--- config.mk ---
export PLATFORM = sky130hd
export DESIGN_NAME = servo_pwm_multi
export DESIGN_NICKNAME = d
export VERILOG_FILES = /design/src/rtl/servo_pwm_multi.sv
export SDC_FILE = /design/constraint.sdc
export NUM_CORES = 1
export LEC_CHECK = 0
export CORE_ASPECT_RATIO = 0.8
export CORE_MARGIN = 2
export CORE_UTILIZATION = 23
export CTS_BUF_LIST = sky130_fd_sc_hd__clkbuf_4 sky130_fd_sc_hd__clkbuf_8
export DETAILED_ROUTE_END_ITERATION = 8
export DONT_BUFFER_PORTS = 1
export PLACE_DENSITY = 0.43
export SLEW_MARGIN = 30
export SYNTH_ARGS = -nofsm -noshare
export SYNTH_HDL_FRONTEND = slang
export SYNTH_SLANG_ARGS = --single-unit
--- constraint.sdc ---
create_clock -name clk -period 8 [get_ports clk]
set_input_delay 1.2 -clock clk [delete_from_list [all_inputs] [get_ports clk]]
set_output_delay 1.2 -clock clk [all_outputs]
set_load 0.05 [all_outputs]
--- src/rtl/servo_pwm_multi.sv ---
// Multi-channel hobby-servo PWM generator: one shared frame counter, per-channel
// double-buffered duty (shadow written any time, active latched at frame start).
module servo_pwm_multi #(
  parameter int CLK_HZ     = 25000000,
  parameter int FRAME_HZ   = 50,
  parameter int CHANNELS   = 4,
  parameter int DUTY_W     = 8,
  parameter int MIN_CLKS   = 25000,
  parameter int STEP_CLKS  = 98,
  parameter int DUTY_RESET = 128
) (
  input  logic                                          clk,
  input  logic                                          rst,
  input  logic                                          en,
  input  logic [CHANNELS-1:0]                           ch_en,
  input  logic                                          wr_en,
  input  logic [((CHANNELS > 1) ? $clog2(CHANNELS) : 1)-1:0] wr_ch,
  input  logic [DUTY_W-1:0]                             wr_duty,
  output logic [CHANNELS-1:0]                           pwm,
  output logic                                          frame_start
);

  localparam int FRAME_CLKS = CLK_HZ / FRAME_HZ;
  localparam int CW         = $clog2(FRAME_CLKS);
  localparam int WCH        = (CHANNELS > 1) ? $clog2(CHANNELS) : 1;
  localparam int MAX_W      = MIN_CLKS + ((2 ** DUTY_W) - 1) * STEP_CLKS;

  // The longest pulse must end before the frame wraps, and the reset duty must fit.
  if (MAX_W >= FRAME_CLKS) begin : g_bad_width
    $error("servo_pwm_multi: maximum pulse width does not fit in one frame");
  end
  if (DUTY_RESET >= (2 ** DUTY_W)) begin : g_bad_reset_duty
    $error("servo_pwm_multi: DUTY_RESET does not fit in DUTY_W bits");
  end

  logic [CW-1:0]       cnt_reg;
  logic                cnt_zero;
  logic [CHANNELS-1:0] pwm_next;

  assign cnt_zero = (cnt_reg == '0);

  genvar gi;
  generate
    for (gi = 0; gi < CHANNELS; gi++) begin : g_ch
      logic [DUTY_W-1:0] shadow_reg;
      logic [DUTY_W-1:0] duty_reg;
      logic              act_en_reg;
      logic [31:0]       width;

      // wr_ch values with no matching channel simply match no block.
      always_ff @(posedge clk) begin
        if (rst) begin
          shadow_reg <= DUTY_W'(DUTY_RESET);
          duty_reg   <= DUTY_W'(DUTY_RESET);
          act_en_reg <= 1'b0;
        end else begin
          if (wr_en && (wr_ch == WCH'(gi))) begin
            shadow_reg <= wr_duty;
          end
          if (en && cnt_zero) begin
            duty_reg   <= shadow_reg;
            act_en_reg <= ch_en[gi];
          end
        end
      end

      assign width = 32'(MIN_CLKS) + 32'(duty_reg) * 32'(STEP_CLKS);

      // In the cnt=0 cycle the active copy is being loaded, so the first pulse
      // cycle is decided from ch_en directly (every width is at least one clock).
      assign pwm_next[gi] = cnt_zero ? ch_en[gi]
                                     : (act_en_reg && (32'(cnt_reg) < width));
    end
  endgenerate

  always_ff @(posedge clk) begin
    if (rst) begin
      cnt_reg     <= '0;
      frame_start <= 1'b0;
      pwm         <= '0;
    end else if (!en) begin
      cnt_reg     <= '0;
      frame_start <= 1'b0;
      pwm         <= '0;
    end else begin
      cnt_reg     <= (cnt_reg == CW'(FRAME_CLKS - 1)) ? '0 : cnt_reg + 1'b1;
      frame_start <= cnt_zero;
      pwm         <= pwm_next;
    end
  end

endmodule
After elaboration in Yosys (flattened, before gate mapping)
Index checks and enable logic that the tools add are counted.

Input port bits: 18. Word-level logic and storage cells: 50. Output and inout bits: 5. Flip-flop bits (word level): 92.

Multipliers: 4. Reduce and logical (&&, ||, !) cells: 13. Equality and inequality tests: 4. Multiplexer cells: 4. Bitwise operators: 1. $add $sub $neg: 5. $lt $le $gt $ge: 4.

Operator list (count): less-than comparator 19 x 16 -> 1 bit (4); adder 15 x 15 -> 16 bit, first input constant (4); multiplier 8 x 6 -> 14 bit, second input constant (4); adder 19 x 1 -> 19 bit, second input constant (1); equality test 19 bit, second input constant (1); zero test 19 bit (1); logical AND 1 bit (9); equality test 2 bit, second input constant (2); two-way mux 1 bit (4); OR reduction 3 bit (1); equality test 2 x 1 -> 1 bit, second input constant (1); zero test 2 bit (1); OR reduction 2 bit (1); NOT 1 bit (1).

Longest topological paths before layout
Gate-level depths: netlist of the first run.

Word-level depth: 5. Gate-level depth with buffers: 18. Mapped depth without buffers: 18.

Worst setup path before layout of the first run
No wires, ideal clock.

Path type: reg2reg. Start: register g_ch[3].duty_reg[2]. End: register pwm[3]. Period minus slack after synthesis: 4.044 ns. Slack: 3.956 ns. Setup time: 0.059 ns. Arrival: 3.985 ns. Data required time: 7.941 ns. Path buffers: 0. Cell stages (with the launch flop): 18. Path through: dfxtp_1 -> ha_1 -> fa_1 -> ha_1 -> ha_1 -> inv_1 -> fa_1 -> xnor2_1 -> a21boi_0 -> nand3_1 -> o21ai_0 -> xnor2_1 -> ha_1 -> a21oi_1 -> o21ai_0 -> a2111oi_0 -> nand4_1 -> nand2_1.

Word-level cells in the longest chain between the ends: 5.

Ends and longest elaborated chain: start, declared (RTL line 46) `logic [DUTY_W-1:0] duty_reg;`; start signal, assigned (RTL line 54) `duty_reg <= DUTY_W'(DUTY_RESET);`; start signal, assigned (RTL line 61) `duty_reg <= shadow_reg;`; multiplier 8 x 6 -> 14 bit (RTL line 67) `assign width = 32'(MIN_CLKS) + 32'(duty_reg) * 32'(STEP_CLKS);`; adder 15 x 15 -> 16 bit (RTL line 67); less-than comparator 19 x 16 -> 1 bit (RTL line 72) `: (act_en_reg && (32'(cnt_reg) < width));`; logical AND 1 bit (RTL line 72); two-way mux 1 bit (RTL line 71) `assign pwm_next[gi] = cnt_zero ? ch_en[gi]`; end signal, assigned (RTL line 88) `pwm <= pwm_next;`; end, declared (RTL line 19) `output logic [CHANNELS-1:0] pwm,`.

No other way between the ends. A chain may end at the register's enable or synchronous reset.

Final worst setup path of the first run
Ends and elaborated chain as after synthesis.

==> results.py, run 1 <==
metrics = {
    "drt": {
        "drt-pass1-iter-count": 4,
        "routed_wire_length_per_instance_um": 15.1,
        "wl_um": 19000,
        "drc_errors": 0,
        "vias_per_cell": 4.47,
        "postRouteAntennaNets": 0,
        "detailed_route_via_count": 5618,
        "detailedRoute.firstIterationViolations": 243,
    },
    "synthesis": {
        "postSynth.topFlopCell": "dfxtp_1",
        "asr_flop_ratio_synth_pct": 0,
        "seq_area_frac_synth_pct": 24.3,
        "yosys.area.top_type_share_pct": 28.4,
        "library_cell_with_the_highest_instance_count_after_synthesis": "ha_1",
        "netlist_area_um2": 7590,
        "yosys-top-cells-area": "ha_1 (28%), dfxtp_1 (24%), xnor2_1 (5.4%), xor2_1 (3.9%), nand2_1 (3.8%)",
        "number_of_enable_type_register_cells_in_the_synthesized_netlist": 0,
        "ys_top_cells_by_count": "ha_1 (172), dfxtp_1 (92), nand2_1 (76)",
        "synth_nets": 1031,
        "synth_area_leader": "ha_1",
        "post_synth.cell_area_avg_um2": 9.15,
        "synthCells": 829,
        "ys_warnings": 0,
        "synth_cell_types": 54,
        "synth_seq_cells": 92,
    },
    "clock_tree": {
        "clock_insertion_delay_worst_skew_ns": 0.40,
        "cts.htree.levels": 3,
        "post_cts.repair.setup_buffers": 0,
        "postCtsResizedCells": 0,
        "ctsHoldBuffers": 0,
        "cts-buffers-inserted": 9,
        "tritoncts_num_sinks": 92,
        "tritoncts": "yes",
        "clock_pin_slew_of_the_registers_on_the_worst_case_setup_and_hold_paths_ns": 0.10,
        "clock-root-buffer": "clkbuf_8",
        "max-clock-path-buffers": 2,
    },
    "setup_path": {
        "critPathMaxFanout": 5,
        "regToRegEndpoint": "pwm[3]",
        "worstSetupStartpointType": "flip-flop",
        "cp_dominant_cell_by_count": "ha_1",
        "reg2reg_from": "g_ch[3].duty_reg[2]",
        "crit_required_ns": 8.35,
        "critPathKind": "flip-flop to flip-flop",
        "critPathArrivalTime_ns": 4.81,
        "critPathSlowestCell": "fa_1",
        "timing.reg2reg.worst_path_depth": 17,
        "number_of_buffers_and_inverters_on_the_critical_path": 1,
        "worst_path_dominant_cell_family": "adder cells",
        "slowest_delay_ns": 0.46,
        "crit_path_end_kind": "flip-flop",
        "reg2reg_setup_slack_ns": 3.54,
        "crit_chain": "ha_1 > fa_1 > ha_1 > ha_1 > inv_1 > fa_1 > xnor2_1 > a21boi_0 > nand3_1 > o21ai_0 > xnor2_1 > ha_1 > a21oi_1 > o21ai_0 > a2111oi_0 > nand4_1 > nand2_1",
    },
    "sta": {
        "tightest_slew_ns": 0.785,
        "layout_setup_ws_ns": 3.54,
        "setup_viol": 0,
        "worst_clock_skew_ns": 0.0135,
        "drv_slew": 0,
        "post-route-period-util_pct": 55.8,
        "slew_headroom_pct": 47.7,
        "timing_hold_violations_final": 0,
        "min_clock_period_post_route_ns": 4.46,
        "fin_setup_tns_ns": 0,
        "unrepaired_setup_endpoints_after_global_routing": "false",
        "fmax_mhz": 224,
    },
    "placement": {
        "routabilityCongestion": 0.710,
        "detailed_place.area_um2": 8070,
        "setup_ws_pre_cts_ns": 3.54,
        "portBuffers": 0,
        "dpl.hpwl_um": 14800,
        "numPlacedInstances": 1242,
    },
    "global_routing": {
        "track_usage_pct": 11.4,
        "grt_overflow_total": 0,
        "first_pass_grt_wire_length_um": 30700,
        "grt_start_max_net_pins": 36,
        "antenna_found_initial": 0,
        "number_of_global_route_vias_before_repair": 5437,
    },
    "job": {
        "maxCapViolCount": 0,
    },
    "floorplan": {
        "core_area_um2": 32500,
        "row_count": 59,
        "floorplan.die.height_um": 166,
        "die_width_um": 207,
        "die_area_um2": 34500,
        "pin_count": 23,
        "initial_core_util_pct": 23.4,
    },
    "cells_and_area": {
        "layout.nets": 1028,
        "ratio_of_cells_with_drive_above_1_in_the_final_layout_pct": 4.69,
        "antenna_cells": 0,
        "final_cell_area_um2": 8250,
        "utilization_pct": 25.4,
        "fin_cells": 1258,
        "synthToLayoutAreaGrowth_pct": 8.67,
    },
    "min_path": {
        "hold_path.startpoint": "g_ch[3].shadow_reg[3]",
        "min_path_type": "flip-flop to flip-flop",
        "whs_endpoint": "g_ch[3].shadow_reg[3]",
        "worstHoldPathCells": 2,
    },
    "power": {
        "leakage_nw": 3.89,
        "max-vdd-ir-drop_mv": 0.0737,
        "powerDensity_nw_per_um2": 109,
    },
    "run_status": {
        "status": "completed",
    },
}
metrics by stage:
| step | total power, mW | hold slack (ns) |
|---|---|---|
| global placement | 0.603 | 0.443 |
| detailed placement | 0.602 | 0.442 |
| global route | 0.948 | 0.478 |
| finish | 0.899 | 0.458 |
| floorplan | 0.579 | 0.424 |
| CTS | 0.914 | 0.458 |
worst reg2reg max path, cell delays in order, from the launching register on:
cell	delay, ns
dfxtp_1	0.44
ha_1	0.29
fa_1	0.46
ha_1	0.30
ha_1	0.18
inv_1	0.06
fa_1	0.40
xnor2_1	0.27
a21boi_0	0.33
nand3_1	0.16
o21ai_0	0.23
xnor2_1	0.16
ha_1	0.28
a21oi_1	0.15
o21ai_0	0.10
a2111oi_0	0.39
nand4_1	0.13
nand2_1	0.08
cell type report:
cell class | count | area, µm²
Timing Repair Buffer | 2 | 15.0
Multi-Input combinational cell | 676 | 5510
Clock inverter | 7 | 55.1
Tap cell | 427 | 534
Sequential cell | 92 | 1840
Clock buffer | 9 | 124
Inverter | 45 | 169
Fill cell | 3567 | 24200
worst max path at each step:
stage               endpoint  slack [ns]  cells past startpoint                start
CTS                   pwm[3]        3.51                     17  g_ch[3].duty_reg[2]
global placement      pwm[3]        3.65                     17  g_ch[3].duty_reg[2]
detailed placement    pwm[3]        3.54                     17  g_ch[3].duty_reg[2]
finish                pwm[3]        3.54                     17  g_ch[3].duty_reg[2]
global route          pwm[3]        3.19                     16  g_ch[3].duty_reg[2]
floorplan             pwm[3]        3.96                     17  g_ch[3].duty_reg[2]
cells in the final DEF (no fill, tap or decap), drive strengths merged, types with 15 or more instances in the layout:
| master | count |
|---|---|
| ha | 172 |
| dfxtp | 92 |
| nand2 | 77 |
| nor2 | 56 |
| inv | 49 |
| xnor2 | 47 |
| o21ai | 44 |
| a21oi | 42 |
| xor2 | 34 |
| nand3 | 21 |
| a22o | 20 |
| and3 | 15 |
| mux2i | 15 |
where the power goes:
group	internal [mW]	total, mW	leakage, nW	switching [mW]
combinational	0.0461	0.109	3.05	0.0628
clock	0.117	0.307	0.0923	0.190
sequential	0.469	0.483	0.746	0.0135
total	0.633	0.899	3.89	0.266
routing by layer:
metal / share of wire [%] / GRT usage [%] / vias to the layer above
met5: 0 / 0 / -
met4: 0.58 / 1.71 / 0
met3: 6.8 / 3.30 / 11
met2: 37 / 14.8 / 80
met1: 56 / 18.1 / 2550
li1: - / - / 2977
logic make-up after synthesis:
| kind of cell | count (synthesis) | synth area share [%] |
|---|---|---|
| buffers and inverters | 61 | 3.23 |
| AOI/OAI and AO/OA | 166 | 15.0 |
| adders and majority gates | 184 | 31.5 |
| muxes | 15 | 1.98 |
| DFF | 92 | 24.3 |
| xor gates and xnor gates | 81 | 9.35 |
| and+or+nand+nor | 230 | 14.7 |
Power figures use the tool's default switching activity.
==> inputs of run 2 (changes only) <==
clock period = 4.5 ns   (was 8 ns; I/O delays follow)
==> run 2 against run 1 <==
Net effect: fmax rose by 5.2%; sequential power grew 78%; worst hold slack lost 0.10 ns; routed wire length rose by 1.4%.
==> results.py, run 2 (synthesis results as in run 1) <==
metrics = {
    "sta": {
        "slew_headroom_pct": 49.0,
        "post-route-period-util_pct": 94.2,
        "worst_clock_skew_ns": 0.0130,
        "timing_hold_violations_final": 0,
        "fin_setup_tns_ns": 0,
        "fmax_mhz": 236,
        "setup_viol": 0,
        "min_clock_period_post_route_ns": 4.24,
        "drv_slew": 0,
        "tightest_slew_ns": 0.765,
    },
    "cells_and_area": {
        "antenna_cells": 0,
        "n_fill_cell": 3557,
        "utilization_pct": 25.8,
        "synthToLayoutAreaGrowth_pct": 10.2,
        "layout.cells.most_common_list": "ha_1 (172), dfxtp_1 (89), nand2_1 (76)",
        "layout.nets": 1037,
        "ratio_of_cells_with_drive_above_1_in_the_final_layout_pct": 7.14,
        "mostFrequentLayoutCell": "ha_1",
    },
    "power": {
        "totalPowerFinal_mw": 1.60,
        "power_frac_clock_pct": 33.7,
        "p_sw_share_pct": 29.1,
        "power.combinational.fraction_pct": 12.6,
        "powerDensity_nw_per_um2": 191,
        "leakage_nw": 3.94,
        "pwr-share-seq_pct": 53.6,
        "max-vdd-ir-drop_mv": 0.158,
        "internal-power_mw": 1.13,
        "netSwitchingPower_mw": 0.465,
    },
    "setup_path": {
        "slowest_delay_ns": 0.46,
        "reg2reg_setup_slack_ns": 0.26,
        "critPathArrivalTime_ns": 4.57,
        "critPathSlowestCell": "fa_1",
        "reg2reg_from": "g_ch[2].duty_reg[1]",
        "regToRegEndpoint": "pwm[2]",
        "critPathKind": "flip-flop to flip-flop",
        "timing.reg2reg.worst_path_depth": 16,
        "crit_path_end_kind": "flip-flop",
        "critPathMaxFanout": 3,
        "crit_chain": "ha_1 > fa_1 > ha_1 > ha_1 > inv_1 > fa_2 > nor2b_1 > o311a_1 > or4_1 > and3_1 > xor2_1 > ha_1 > a21o_1 > a2111oi_2 > a21oi_1 > nor2_1",
        "crit_required_ns": 4.83,
        "worstSetupStartpointType": "flip-flop",
        "cp_dominant_cell_by_count": "ha_1",
    },
    "floorplan": {
        "pin_count": 23,
        "floorplan.die.height_um": 166,
        "row_count": 59,
        "initial_core_util_pct": 23.4,
        "core_area_um2": 32500,
        "die_width_um": 207,
        "die_area_um2": 34500,
    },
    "run_status": {
        "status": "completed",
    },
    "clock_tree": {
        "ctsHoldBuffers": 0,
        "tritoncts": "yes",
        "clock-root-buffer": "clkbuf_8",
        "cts-buffers-inserted": 9,
        "clock_insertion_delay_worst_skew_ns": 0.39,
        "tritoncts_num_sinks": 92,
        "cts.htree.levels": 3,
        "clock_pin_slew_of_the_registers_on_the_worst_case_setup_and_hold_paths_ns": 0.10,
        "max-clock-path-buffers": 2,
    },
    "global_routing": {
        "first_pass_grt_wire_length_um": 31100,
        "antenna_found_initial": 0,
        "track_usage_pct": 11.5,
        "grt_overflow_total": 0,
        "grt_start_max_net_pins": 36,
        "number_of_global_route_vias_before_repair": 5557,
    },
    "drt": {
        "wl_um": 19300,
        "vias_per_cell": 4.47,
        "routed_wire_length_per_instance_um": 15.2,
        "detailed_route_via_count": 5661,
        "detailedRoute.firstIterationViolations": 303,
        "drc_errors": 0,
        "drt-pass1-iter-count": 4,
        "postRouteAntennaNets": 0,
    },
    "min_path": {
        "worstHoldPathCells": 1,
        "hold_path.startpoint": "rst",
        "whs_endpoint": "g_ch[2].shadow_reg[4]",
        "min_path_type": "input port to flip-flop",
    },
    "job": {
        "maxCapViolCount": 0,
    },
    "placement": {
        "portBuffers": 0,
        "dpl.hpwl_um": 14900,
        "routabilityCongestion": 0.714,
    },
}
==> run 2: worst max path at each step <==
stage                   startpoint     end  slack (ns)  cells past startpoint
2_1_floorplan  g_ch[3].duty_reg[2]  pwm[3]        0.46                     17
3_3_place_gp   g_ch[3].duty_reg[2]  pwm[3]        0.20                     17
3_5_place_dp   g_ch[2].duty_reg[2]  pwm[2]        0.13                     17
4_1_cts        g_ch[2].duty_reg[2]  pwm[2]        0.09                     17
5_1_grt        g_ch[2].duty_reg[1]  pwm[2]       -0.05                     16
6_report       g_ch[2].duty_reg[1]  pwm[2]        0.26                     16
==> run 2: repair_timing <==
item | CTS | global route
buffers inserted | 0 | 3
resized for setup | 0 | 17
setup endpoints to repair | 0 | 2
==> run 2: critical path: cells and delay by family (launching register included) <==
kind | cells | cell delay (ns)
compound gates | 4 | 0.95
xor+xnor | 1 | 0.17
simple gates | 4 | 0.81
buf+inv | 1 | 0.08
fa+ha+maj | 6 | 1.82
flops | 1 | 0.34
==> run 2: area by class of cell <==
cell class                      count  area, µm²  area share [%]
Clock buffer                       10        131            1.57
Clock inverter                      6       46.3           0.553
Inverter                           45        169            2.02
Multi-Input combinational cell    676       5560            66.4
Sequential cell                    92       1850            22.1
Tap cell                          427        534            6.39
Timing Repair Buffer               11       82.6           0.987
==> run 2: power groups by stage <==
stage                     registers, mW  clock network, mW  logic (mW)
after global placement            0.877                  0       0.199
after floorplan                   0.871                  0       0.158
after CTS                         0.858              0.569       0.202
final                             0.858              0.540       0.202
after global routing              0.861              0.596       0.234
after detailed placement          0.877                  0       0.198
==> run 2: per-layer routing <==
metal | wire length (µm) | GRT usage (%) | share of wire (%)
met5 | 0 | 0 | 0
met4 | 91 | 2.17 | 0.47
met3 | 1550 | 2.85 | 8.1
met2 | 7220 | 15.1 | 37
met1 | 10400 | 18.3 | 54
==> run 2: per-stage QoR <==
step | instances | hold slack [ns] | setup slack (ns) | area, µm²
6_report | 1267 | 0.353 | 0.262 | 8360
5_1_grt | 1267 | 0.325 | -0.0503 | 8360
4_1_cts | 1264 | 0.318 | 0.0931 | 8290
3_5_place_dp | 1248 | 0.443 | 0.135 | 8110
3_3_place_gp | 1248 | 0.444 | 0.197 | 8110
2_1_floorplan | 829 | 0.424 | 0.456 | 7590
